<file path="src/rtl/axis_pkt_gen.sv">
// axis_pkt_gen
// AXI4-Stream packet generator used as a stimulus / bring-up source at the
// head of a stream datapath. A start pulse latches the cfg_* inputs and
// emits a run of packets. Each packet has a configurable number of beats
// and there is a configurable idle gap between packets. Data is a constant,
// an incrementing count or a 32-bit Galois LFSR. A stop pulse ends the run
// cleanly after the current packet.
//
// Ports
//   aclk, areset         clock, synchronous active-high reset
//   start, stop          one-cycle control pulses
//   cfg_len              beats per packet (0 behaves as 1)
//   cfg_npkts            packets per run (0 = run until stop)
//   cfg_gap              idle cycles between packets
//   cfg_mode             0 const, 1 incrementing, 2 LFSR, 3 as const
//   m_axis_*             AXI4-Stream master (tdata/tvalid/tready/tlast)
//   busy, done           run active / one-cycle end-of-run pulse
//   pkt_count            packets completed in the current or last run
module axis_pkt_gen #(
    parameter int          DATA_W    = 32,
    parameter int          LEN_W     = 16,
    parameter int          GAP_W     = 8,
    parameter logic [63:0] CONST_VAL = 64'h00000000DEADBEEF
) (
    input  logic              aclk,
    input  logic              areset,
    input  logic              start,
    input  logic              stop,
    input  logic [LEN_W-1:0]  cfg_len,
    input  logic [15:0]       cfg_npkts,
    input  logic [GAP_W-1:0]  cfg_gap,
    input  logic [1:0]        cfg_mode,
    output logic [DATA_W-1:0] m_axis_tdata,
    output logic              m_axis_tvalid,
    input  logic              m_axis_tready,
    output logic              m_axis_tlast,
    output logic              busy,
    output logic              done,
    output logic [15:0]       pkt_count
);

    localparam logic [1:0] ST_IDLE = 2'd0;
    localparam logic [1:0] ST_SEND = 2'd1;
    localparam logic [1:0] ST_GAP  = 2'd2;

    // Left-shifting Galois form of x^32+x^22+x^2+x+1, so seed 1 yields 1,2,4,8,...
    localparam logic [31:0] LFSR_TAPS = 32'h0040_0007;
    localparam logic [31:0] LFSR_SEED = 32'h0000_0001;

    function automatic logic [31:0] lfsr_step(input logic [31:0] cur);
        lfsr_step = {cur[30:0], 1'b0} ^ (cur[31] ? LFSR_TAPS : 32'h0000_0000);
    endfunction

    // Selects the beat data for a mode; the LFSR is zero-extended beyond 32 bits.
    function automatic logic [DATA_W-1:0] pattern(input logic [1:0]        mode,
                                                  input logic [DATA_W-1:0] inc,
                                                  input logic [31:0]       lfsr);
        logic [63:0] lfsr_ext;
        lfsr_ext = {32'h0000_0000, lfsr};
        case (mode)
            2'd1:    pattern = inc;
            2'd2:    pattern = lfsr_ext[DATA_W-1:0];
            default: pattern = CONST_VAL[DATA_W-1:0];
        endcase
    endfunction

    logic [1:0]        r_state;
    logic [LEN_W-1:0]  r_len;
    logic [15:0]       r_npkts;
    logic [GAP_W-1:0]  r_gap;
    logic [1:0]        r_mode;
    logic [LEN_W-1:0]  r_beat;
    logic [GAP_W-1:0]  r_gap_cnt;
    logic [15:0]       r_pkt_count;
    logic [DATA_W-1:0] r_inc;
    logic [31:0]       r_lfsr;
    logic              r_stop_pend;
    logic [DATA_W-1:0] r_tdata;
    logic              r_tvalid;
    logic              r_tlast;
    logic              r_busy;
    logic              r_done;

    logic [LEN_W-1:0]  w_len_eff;
    logic              w_accept;
    logic              w_stop_now;
    logic              w_run_done;
    logic [DATA_W-1:0] w_inc_next;
    logic [31:0]       w_lfsr_next;
    logic [DATA_W-1:0] w_data_next;

    // Derived per-cycle terms used by the state machine.
    always_comb begin
        w_len_eff   = r_len;
        w_run_done  = 1'b0;
        if (r_len == {LEN_W{1'b0}}) begin
            w_len_eff = LEN_W'(1);
        end else begin
            w_len_eff = r_len;
        end
        if ((r_npkts != 16'd0) && ((r_pkt_count + 16'd1) == r_npkts)) begin
            w_run_done = 1'b1;
        end else begin
            w_run_done = 1'b0;
        end
        w_accept    = r_tvalid & m_axis_tready;
        // A stop arriving on the same edge as the last beat still counts.
        w_stop_now  = r_stop_pend | stop;
        w_inc_next  = r_inc + DATA_W'(1);
        w_lfsr_next = lfsr_step(r_lfsr);
        w_data_next = pattern(r_mode, w_inc_next, w_lfsr_next);
    end

    // Packet/run state machine; all stream and status outputs are registered here.
    always_ff @(posedge aclk) begin
        if (areset) begin
            r_state     <= ST_IDLE;
            r_len       <= {LEN_W{1'b0}};
            r_npkts     <= 16'd0;
            r_gap       <= {GAP_W{1'b0}};
            r_mode      <= 2'd0;
            r_beat      <= {LEN_W{1'b0}};
            r_gap_cnt   <= {GAP_W{1'b0}};
            r_pkt_count <= 16'd0;
            r_inc       <= {DATA_W{1'b0}};
            r_lfsr      <= 32'h0000_0000;
            r_stop_pend <= 1'b0;
            r_tdata     <= {DATA_W{1'b0}};
            r_tvalid    <= 1'b0;
            r_tlast     <= 1'b0;
            r_busy      <= 1'b0;
            r_done      <= 1'b0;
        end else begin
            r_done <= 1'b0;
            case (r_state)
                ST_IDLE: begin
                    r_tvalid    <= 1'b0;
                    r_stop_pend <= 1'b0;
                    if (start) begin
                        r_len       <= cfg_len;
                        r_npkts     <= cfg_npkts;
                        r_gap       <= cfg_gap;
                        r_mode      <= cfg_mode;
                        r_beat      <= {LEN_W{1'b0}};
                        r_pkt_count <= 16'd0;
                        r_inc       <= {DATA_W{1'b0}};
                        r_lfsr      <= LFSR_SEED;
                        r_tdata     <= pattern(cfg_mode, {DATA_W{1'b0}}, LFSR_SEED);
                        r_tlast     <= (cfg_len <= LEN_W'(1));
                        r_tvalid    <= 1'b1;
                        r_busy      <= 1'b1;
                        r_state     <= ST_SEND;
                    end
                end
                ST_SEND: begin
                    if (stop) begin
                        r_stop_pend <= 1'b1;
                    end
                    // Without a handshake tdata/tlast/tvalid simply hold.
                    if (w_accept) begin
                        r_inc   <= w_inc_next;
                        r_lfsr  <= w_lfsr_next;
                        r_tdata <= w_data_next;
                        if (r_tlast) begin
                            r_pkt_count <= r_pkt_count + 16'd1;
                            r_beat      <= {LEN_W{1'b0}};
                            r_tlast     <= (w_len_eff == LEN_W'(1));
                            if (w_run_done || w_stop_now) begin
                                r_state     <= ST_IDLE;
                                r_tvalid    <= 1'b0;
                                r_busy      <= 1'b0;
                                r_done      <= 1'b1;
                                r_stop_pend <= 1'b0;
                            end else if (r_gap != {GAP_W{1'b0}}) begin
                                r_state   <= ST_GAP;
                                r_tvalid  <= 1'b0;
                                r_gap_cnt <= r_gap - GAP_W'(1);
                            end
                        end else begin
                            r_beat  <= r_beat + LEN_W'(1);
                            r_tlast <= ((r_beat + LEN_W'(1)) == (w_len_eff - LEN_W'(1)));
                        end
                    end
                end
                ST_GAP: begin
                    if (w_stop_now) begin
                        r_state     <= ST_IDLE;
                        r_busy      <= 1'b0;
                        r_done      <= 1'b1;
                        r_stop_pend <= 1'b0;
                    end else if (r_gap_cnt == {GAP_W{1'b0}}) begin
                        r_state  <= ST_SEND;
                        r_tvalid <= 1'b1;
                    end else begin
                        r_gap_cnt <= r_gap_cnt - GAP_W'(1);
                    end
                end
                default: begin
                    r_state  <= ST_IDLE;
                    r_tvalid <= 1'b0;
                    r_busy   <= 1'b0;
                end
            endcase
        end
    end

    assign m_axis_tdata  = r_tdata;
    assign m_axis_tvalid = r_tvalid;
    assign m_axis_tlast  = r_tlast;
    assign busy          = r_busy;
    assign done          = r_done;
    assign pkt_count     = r_pkt_count;

endmodule

</file>
<file path="config.mk">
export PLATFORM = sky130hd
export DESIGN_NAME = axis_pkt_gen
export DESIGN_NICKNAME = d
export VERILOG_FILES = /design/src/rtl/axis_pkt_gen.sv
export SDC_FILE = /design/constraint.sdc
export NUM_CORES = 1
export LEC_CHECK = 0
export CORE_ASPECT_RATIO = 0.8
export CORE_MARGIN = 2
export CORE_UTILIZATION = 48
export CTS_CLUSTER_SIZE = 40
export DETAILED_ROUTE_END_ITERATION = 8
export GPL_TIMING_DRIVEN = 0
export PLACE_DENSITY = 0.7
export SLEW_MARGIN = 10
export SYNTH_ARGS = -nofsm -noshare
export SYNTH_HDL_FRONTEND = slang
export SYNTH_SLANG_ARGS = --single-unit
export TNS_END_PERCENT = 20
</file>
<file path="constraint.sdc">
create_clock -name aclk -period 3.1 [get_ports aclk]
set_input_delay 0.775 -clock aclk [delete_from_list [all_inputs] [get_ports aclk]]
set_output_delay 0.775 -clock aclk [all_outputs]
set_load 0.005 [all_outputs]
</file>
* Word-level counts from Yosys, hierarchy flattened
Index checks and enable logic that the tools add are counted.
Operators by class: add/sub/neg operators 6, $lt $le $gt $ge 1, eq/ne operators 21, multiplexer cells 64, bitwise gates (word level) 3, reductions and logical operators 18
Operators with widths (count):
- $pmux W32 S2 | 5
- $mux W32 | 6
- $mux W16 | 6
- $pmux W16 S2 | 2
- $mux W8 | 6
- $add A16 B1 Y16 const B | 2
- $add A32 B1 Y32 const B | 1
- $eq A16 B16 Y1 | 2
- $xor A32 B23 Y32 | 1
- $mux W1 | 24
- $mux W23 | 1
- $ne A2 B2 Y1 const B | 10
- $eq A16 B1 Y1 const B | 1
- $le A16 B1 Y1 const B | 1
- $logic_not A16 Y1 | 1
- $pmux W8 S2 | 1
- $reduce_bool A16 Y1 | 1
- $sub A16 B1 Y16 const B | 1
- $sub A8 B1 Y8 const B | 2
- $reduce_and A5 Y1 | 3
- $mux W2 | 7
- $pmux W1 S3 | 3
- $logic_not A8 Y1 | 1
- $reduce_bool A8 Y1 | 1
- 16 further kinds | 24
Word-level totals: bits in registers 185, output and inout bits 52

* Logic depth before layout (Yosys ltp)
Gate-level depths: netlist of run 1.
depth in word-level cells 9, depth in mapped cells 13, depth with buffers taken out 13

* Least setup slack after synthesis of run 1
Ideal clock, no wire load.
kind register to register, start point reg r_len[9], end point reg r_tlast (netlist: m_axis_tlast), library setup time 58 ps, arrival 3149 ps, data required time 3042 ps, setup slack -107 ps, stages on the path, launching flop included 14, path buffers 0, clock period less this slack 3207 ps, path through dfxtp_1 > or3_1 > or2_2 > nor4_2 > a21oi_1 > ha_1 > or4b_2 > nor2_1 > xnor2_1 > xnor2_1 > nor4_1 > nand4_1 > a2111oi_0 > a31o_2
Between the ends: word-level cells in the longest chain between the ends 7, elaborated cells between the ends (all ways) 8
RTL lines:
- start: declaration | RTL line 68 | logic [LEN_W-1:0] r_len;
- start signal: assignment | RTL line 118 | r_len <= {LEN_W{1'b0}};
- start signal: assignment | RTL line 140 | r_len <= cfg_len;
- $logic_not A16 Y1 | RTL line 96 | if (r_len == {LEN_W{1'b0}}) begin
- $mux W16 * | RTL line 96
- $sub A16 B1 Y16 | RTL line 181 | r_tlast <= ((r_beat + LEN_W'(1)) == (w_len_eff - LEN_W'(1)));
- $eq A16 B16 Y1 | RTL line 181
- $mux W1 * | RTL line 164 | if (r_tlast) begin
- $mux W1 * | RTL line 160 | if (w_accept) begin
- $pmux W1 S2 * | RTL line 135 | case (r_state)
- end signal: assignment | RTL line 149 | r_tlast <= (cfg_len <= LEN_W'(1));
- end signal: assignment | RTL line 167 | r_tlast <= (w_len_eff == LEN_W'(1));
- end signal: assignment | RTL line 181
- end: declaration | RTL line 80 | logic r_tlast;
Mark *: on every way between the ends. The rest lies on a longest branch, timed or not. The select of a mux whose other input is x is not followed. A chain may end at the register's enable or synchronous reset.

* Worst setup path in the final report of run 1
start point reg r_len[6], end point reg r_tlast (netlist: m_axis_tlast)
The elaborated chain is that of the path after synthesis.

==> results of run 1 <==
-- flip-flops by register name, indices dropped and copies added, names as in the netlist, 8 cells and up --
name          cells
m_axis_tdata     32
pkt_count        16
r_beat           16
r_gap             8
r_gap_cnt         8
r_inc            32
r_len            16
r_lfsr           32
r_npkts          16
-- area by class of cell --
class                      instances  share of cell area, %
multi-input combinational       1010                  49.41
clock inverter                    13                  1.314
sequential                       185                  30.54
inverter                          20                 0.6160
buffer                            92                  2.967
clock buffer                      19                  3.634
tap                              269                  2.762
timing repair buffer             109                  8.757
-- cells by family after synthesis --
| logic type | count (synthesis) | synth area share [%] |
|---|---|---|
| XOR/XNOR | 88 | 7.714 |
| AND/OR/NAND/NOR | 577 | 28.19 |
| adder cells (fa/ha/maj) | 14 | 1.753 |
| multiplexers | 6 | 0.6012 |
| AO/OA/AOI/OAI | 325 | 20.31 |
| flip-flops | 185 | 37.07 |
| buffers and inverters | 114 | 4.358 |
-- layer usage --
layer | vias to the layer above | part of all wire, %
met5 | - | 0
met4 | 0 | 1.9
met3 | 54 | 10
met2 | 480 | 43
met1 | 5054 | 45
li1 | 4903 | -
-- cells in the final DEF (no fill, tap or decap), types with 8 or more instances in the layout --
master / count
nor3_1: 32
ha_1: 12
nand3b_1: 9
buf_4: 10
clkbuf_1: 78
nor2_1: 126
and2_1: 11
xnor2_1: 56
xor2_1: 30
o21ai_0: 50
a221oi_1: 16
or2_2: 9
nand3_1: 70
and3_1: 10
a21oi_1: 160
clkbuf_16: 17
dfxtp_1: 176
clkdlybuf4s50_1: 98
a22oi_1: 14
and4_1: 8
inv_1: 20
nor4_1: 14
or3_1: 13
a221o_1: 16
nand4_1: 18
nand2_1: 209
-- power breakdown --
part / internal, mW / switching (mW) / leakage (nW)
combinational: 1.14 / 2.01 / 2.52
sequential: 2.61 / 0.227 / 1.51
clock: 1.24 / 1.05 / 0.286
-- worst max path at each step --
stage | endpoint | from | slack [ns]
floorplan | m_axis_tlast | r_len[9] | 0.02
finish | m_axis_tlast | r_len[6] | -0.05
global placement | m_axis_tlast | r_len[9] | -0.56
detailed placement | m_axis_tlast | r_len[9] | -0.60
global route | m_axis_tlast | r_len[6] | -0.20
CTS | m_axis_tlast | r_len[11] | -0.03
-- repair_timing --
action                     in CTS  in global routing
pin swaps                      14                  6
buffers inserted               10                  1
setup endpoints to repair      14                 71
resized for setup              26                 26
-- critical path, delay by kind of cell (launching register included) --
family	cells	cell delay (ns)
and+or+nand+nor	5	1.46
AOI/OAI and AO/OA	3	0.65
DFF	1	0.35
xor gates and xnor gates	2	0.32
adders and majority gates	1	0.19
buffers and inverters	1	0.12
-- per-stage QoR --
step / worst slack, ns / utilization (%) / power, mW / cell area, um^2 / setup TNS (ns)
3_3_place_gp: -0.5613 / 54.98 / 5.747 / 11320 / -16.41
3_5_place_dp: -0.6016 / 54.98 / 5.780 / 11320 / -17.27
2_1_floorplan: 0.02089 / - / 4.654 / 10000 / 0
6_report: -0.04963 / 59.22 / 8.274 / 12190 / -0.04963
4_1_cts: -0.03432 / 58.80 / 8.144 / 12100 / -0.03432
5_1_grt: -0.1992 / 59.22 / 8.637 / 12190 / -0.7912
==> impl_results.md, run 1 <==
* Critical path peak fanout at 2
* Min-delay src: m_axis_tdata[27]
* Register area share after synthesis at between 30 and 40%
* Async SR Flop Fraction at 0%
* CTS Sinks at around 190
* Initial DRC count at around 1200
* Non-filler cells, final at approximately 1700
* GR Layer Usage met1 at between 40% and 50%
* Area Overhead vs Synth at 21.99%
* WHS at between 0.4 and 0.5 ns
* Vias in the first global route at about 9500
* Post-synth top flop: dfxtp_1
* Clk root buf: clkbuf_16
* CP max stage cell: or4_4
* Die H at roughly 130 um
* Fill count at between 1500 and 2000
* Max frequency at between 0.3 and 0.4 GHz
* Detailed Routing Iterations Pass 1 at 7
* CTS Buf Count at 17
* Reg2reg setup slack at -0.05 ns
* Maxcap violations at 0
* Worst setup margin at -0.04963 ns
* Crit-path cells: or4_4 -> nor4_4 -> a21oi_2 -> ha_2 -> buf_6 -> xnor2_2 -> xnor2_1 -> nand4_1 -> nor4_2 -> nand4_1 -> a2111oi_4 -> a31o_2
* Rows at 47
* EDFF count, synth at 0
* Worst reg2reg startpoint: r_len[6]
* Most frequent CP cell: nand4_1
* Diodes inserted at 0
* Final WL at roughly 33000 um
* TritonCTS clock tree: done
* Sequential cell area at between 3000 and 4000 um^2
* Pleak at 4.309 nW
* Clock Tree Buf Depth at 2
* Power per cell area at between 600 and 700 nW/um^2
* Critical path class: register to register
* Arr. time, crit path at 3.54 ns
* Clock slew at reported path FFs at 0.08 ns
* CP endpoint kind: register
* Slew Viols, Final at 0
* Final Critical Period at roughly 3.1 ns
* Core area at 20580 um^2
* Ys Warns at 0
* RePlAce Congestion at a little over 0.9
* Top cells by count, synth: nand2_1 (209), dfxtp_1 (185), a21oi_1 (161)
* Final nets at roughly 1500
* Final setup fails at 1
* Final Hold Fails at 0
* H-tree Lvls at 4
* M3 GR Usage at roughly 6.2%
* Critical path's largest stage delay at between 0.5 and 0.6 ns
* Hold Crit Class: register to register
* Failing checks: setup timing
* Largest net degree at the start of global routing at 18
* Initial antenna violation count at 0
* Least-Margin Pin Slew at about 0.96 ns
* Cells on worst reg2reg path at 12
* Ports at 99
* VDD IR-drop max at 0.3353 mV
* Avg Cell Area, Syn at ~7.6 um^2
* Hold-fix buffers, CTS at 0
* DR DRC count at 0
* Vias per inst at roughly 6.1
* Initial Utilization at around half
* Run status: finished with violations
* I/O Buffers at just under 100
* Placed Cells at around 1700
* WP data required at around 3.5 ns
* Hold Path Sink: m_axis_tdata[27]
* CP startpoint kind: register
* Layout cells sized above 1 at 7.528%
* Multi-input logic area at roughly 6000 um^2
* Vias after detailed routing at between 10000 and 15000
* Dominant cell type by area after synthesis: dfxtp_1
* First-pass GRT wire length at between 50000 and 60000 um
* Post-synth cell types at 70
* Die Wd at approximately 170 um
* RSZ-0062 raised after global routing: true
* Total Routing Usage GR at between 30 and 40%
* FF-to-FF End: m_axis_tlast
* Cells after Synth at about 1300
* Top post-synthesis cells by area: dfxtp_1 (37%), a21oi_1 (8.1%), nand2_1 (7.9%), xnor2_1 (5.1%), nor2_1 (4.8%)
* DP Wirelength at around 24000 um
* Clk_skew at around 0.013 ns
* Period utilization at 101.6%
* GRT overflow at 0
* WL/cell at 19.47 um
* Count leader, synth: nand2_1
* Global routing met2 resource utilization at between 40 and 50%
* Mapped cell area at 9991 um^2
* Die area at roughly 22000 um^2
* Relative slew slack at 36.20%
* Final ANT Viol Nets at 0
* Hold-critical path depth at 2
* GRT busiest layer: met1
* Synth Register Bits at between 150 and 200
* Top-area cell type share of the netlist area at a little under two fifths
* Later-pin clock latency in the skew report at between 0.4 and 0.5 ns
* Syn Nets at around 1400
Note: power is estimated with default switching activity, not from simulation.
==> run 2, diff against run 1 <==
--- a/config.mk
+++ b/config.mk
@@ -12,6 +12,7 @@
 export DETAILED_ROUTE_END_ITERATION = 8
 export GPL_TIMING_DRIVEN = 0
 export PLACE_DENSITY = 0.7
+export SKIP_CTS_REPAIR_TIMING = 1
 export SLEW_MARGIN = 10
 export SYNTH_ARGS = -nofsm -noshare
 export SYNTH_HDL_FRONTEND = slang
==> impl_results.md, run 2 (same netlist as run 1, synthesis figures left out) <==
* Top routing layer in use: met4
* Power per cell area at 674.8 nW/um^2 (-0.60%)
* Critical path peak fanout at 4 (+2)
* WL/cell at 19.27 um (-1.0%)
* CTS Buf Count at 17 (unchanged)
* TritonCTS clock tree: done
* Failing checks: setup timing
* Max frequency at 0.3045 GHz (-4.1%)
* Ports at 99 (unchanged)
* CTS Sinks at 185 (unchanged)
* Clock Tree Buf Depth at 2 (unchanged)
* RePlAce Congestion at 0.9207 (unchanged)
* Run status: finished with violations
* Final setup fails at 6 (+5)
* Die area at 21990 um^2 (unchanged)
* Vias after detailed routing at 10370 (-1.2%)
* Detailed Routing Iterations Pass 1 at 5 (-2)
* Layout cells sized above 1 at 7.481% (-0.046 points)
* Core area at 20580 um^2 (unchanged)
* Maxcap violations at 0 (unchanged)
* First-pass GRT wire length at 51210 um (-0.90%)
* Most frequent cells in the layout: nand2_1 (209), dfxtp_1 (177), a21oi_1 (160), nor2_1 (128), clkdlybuf4s50_1 (98)
* Critical path class: register to register
* Critical path's largest stage delay at 0.38 ns (-0.17 ns)
* DR DRC count at 0 (unchanged)
* Period utilization at 105.9% (+4.3 points)
* DP Worst Slack at -0.6016 ns (unchanged)
* Slew Viols, Final at 0 (unchanged)
* Initial Utilization at 48.54% (unchanged)
* Later-pin clock latency in the skew report at 0.45 ns (about the same)
* Final Critical Period at 3.284 ns (+0.1340 ns)
* Clock slew at reported path FFs at 0.08 ns (about the same)
* WP data required at 3.50 ns (about the same)
* Diodes inserted at 0 (unchanged)
* Placed Area at 11320 um^2 (unchanged)
* Largest net degree at the start of global routing at 18 (unchanged)
* Clk root buf: clkbuf_16
* Crit-path cells: or3_4 -> or2_4 -> nor4_4 -> a21oi_2 -> ha_2 -> or4b_4 -> nor4_2 -> xnor2_1 -> xnor2_1 -> nor4_2 -> nand4_1 -> a2111oi_4 -> a31o_2
* DP Wirelength at 23960 um (unchanged)
* CP endpoint kind: register
* Non-filler cells, final at 1726 (+0.52%)
* Die Wd at 165.3 um (unchanged)
* Commonest non-fill, non-tap cell in the layout: nand2_1
* Crit-path leading delay family: simple AND/OR/NAND/NOR gates
* Clk_skew at 0.008759 ns (-0.004028 ns)
* Post-route setup TNS at -0.3219 ns (-0.2723 ns)
* Least-Margin Pin Slew at 0.9386 ns (-0.01851 ns)
* Rows at 47 (unchanged)
* Initial DRC count at 1101 (-10%)
* Relative slew slack at 37.43% (+1.2 points)
* Worst path bufs/invs at 0 (-1)
* Worst setup margin at -0.1836 ns (-0.1340 ns)
* WHS at 0.4491 ns (+0.00002500 ns)
* Total design power at 8.253 mW (-0.25%)
* Total Routing Usage GR at 29.98% (-0.28 points)
* Vias in the first global route at 9338 (-1.3%)
* Final core occ at 59.42% (+0.21 points)
* WL met2 at 14090 um (-1.2%)
* Final Cell Area at 12230 um^2 (+0.35%)
* GRT overflow at 0 (unchanged)
* Final WL at 33260 um (-0.49%)
* Initial antenna violation count at 0 (unchanged)
* Arr. time, crit path at 3.68 ns (+0.14 ns)
* Area Overhead vs Synth at 22.42%
* Vias per inst at 6.008 (-1.7%)
* Placed Cells at 1676 (unchanged)
* Final Hold Fails at 0 (unchanged)
* Met3 routed WL at 3419 um (+2.2%)
* CP max stage cell: or3_4
* Final ANT Viol Nets at 0 (unchanged)
* CP startpoint kind: register
* Fill count at 1922 (-0.62%)
* Metal1 wirelength at 15100 um (-0.46%)
* H-tree Lvls at 4 (unchanged)
* Hold Crit Class: register to register
* Final nets at 1505 (+0.60%)
* RSZ-0062 raised after global routing: true
* Pleak at 4.330 nW (+0.49%)
* I/O Buffers at 98 (unchanged)
* VDD IR-drop max at 0.3527 mV (+5.2%)
* Die H at 133.0 um (unchanged)
-- run 2: cell count changes in the layout (fill, tap and decap cells not counted), sizes merged --
| cell | before | now |
|---|---|---|
| buf | 20 | 28 |
| clkbuf | 102 | 103 |
-- run 2: power breakdown --
part           internal (mW)  total, mW  switching (mW)
Sequential              2.61       2.83           0.221
Combinational           1.13       3.13            2.00
Clock                   1.24       2.29            1.06
-- run 2: final cells by class --
cell class	count	area [um^2]	share of cell area [%]
buffer	93	364.1	2.977
clock buffer	19	442.9	3.621
clock inverter	13	160.2	1.309
inverter	20	75.07	0.6138
multi-input combinational	1010	6000	49.05
sequential	185	3729	30.49
tap	269	336.6	2.752
timing repair buffer	117	1124	9.187
-- run 2: final timing paths --
path                    start               end  slack, ns  cells past startpoint
min reg2reg  m_axis_tdata[27]  m_axis_tdata[27]       0.45                      2
max reg2reg         r_len[10]      m_axis_tlast      -0.18                     13
min          m_axis_tdata[27]  m_axis_tdata[27]       0.45                      2
max                 r_len[10]      m_axis_tlast      -0.18                     13
-- run 2: worst min-delay path: stages, from the launching register on --
cell and delay [ns]:
dfxtp_1 0.31, nand2_1 0.05, a21oi_1 0.05
-- run 2: metal layers --
layer	track usage, %	up-vias
met2	43.17	483
li1	-	4922
met5	0	-
met3	6.395	55
met1	44.88	4910
met4	8.477	0
==> run 3, diff against run 2 <==
--- a/config.mk
+++ b/config.mk
@@ -13,7 +13,7 @@
 export GPL_TIMING_DRIVEN = 0
 export PLACE_DENSITY = 0.7
 export SKIP_CTS_REPAIR_TIMING = 1
-export SLEW_MARGIN = 10
+export SLEW_MARGIN = 20
 export SYNTH_ARGS = -nofsm -noshare
 export SYNTH_HDL_FRONTEND = slang
 export SYNTH_SLANG_ARGS = --single-unit
==> results of run 3 <==
Final layout, timing and power as in run 2 (identical DEF).
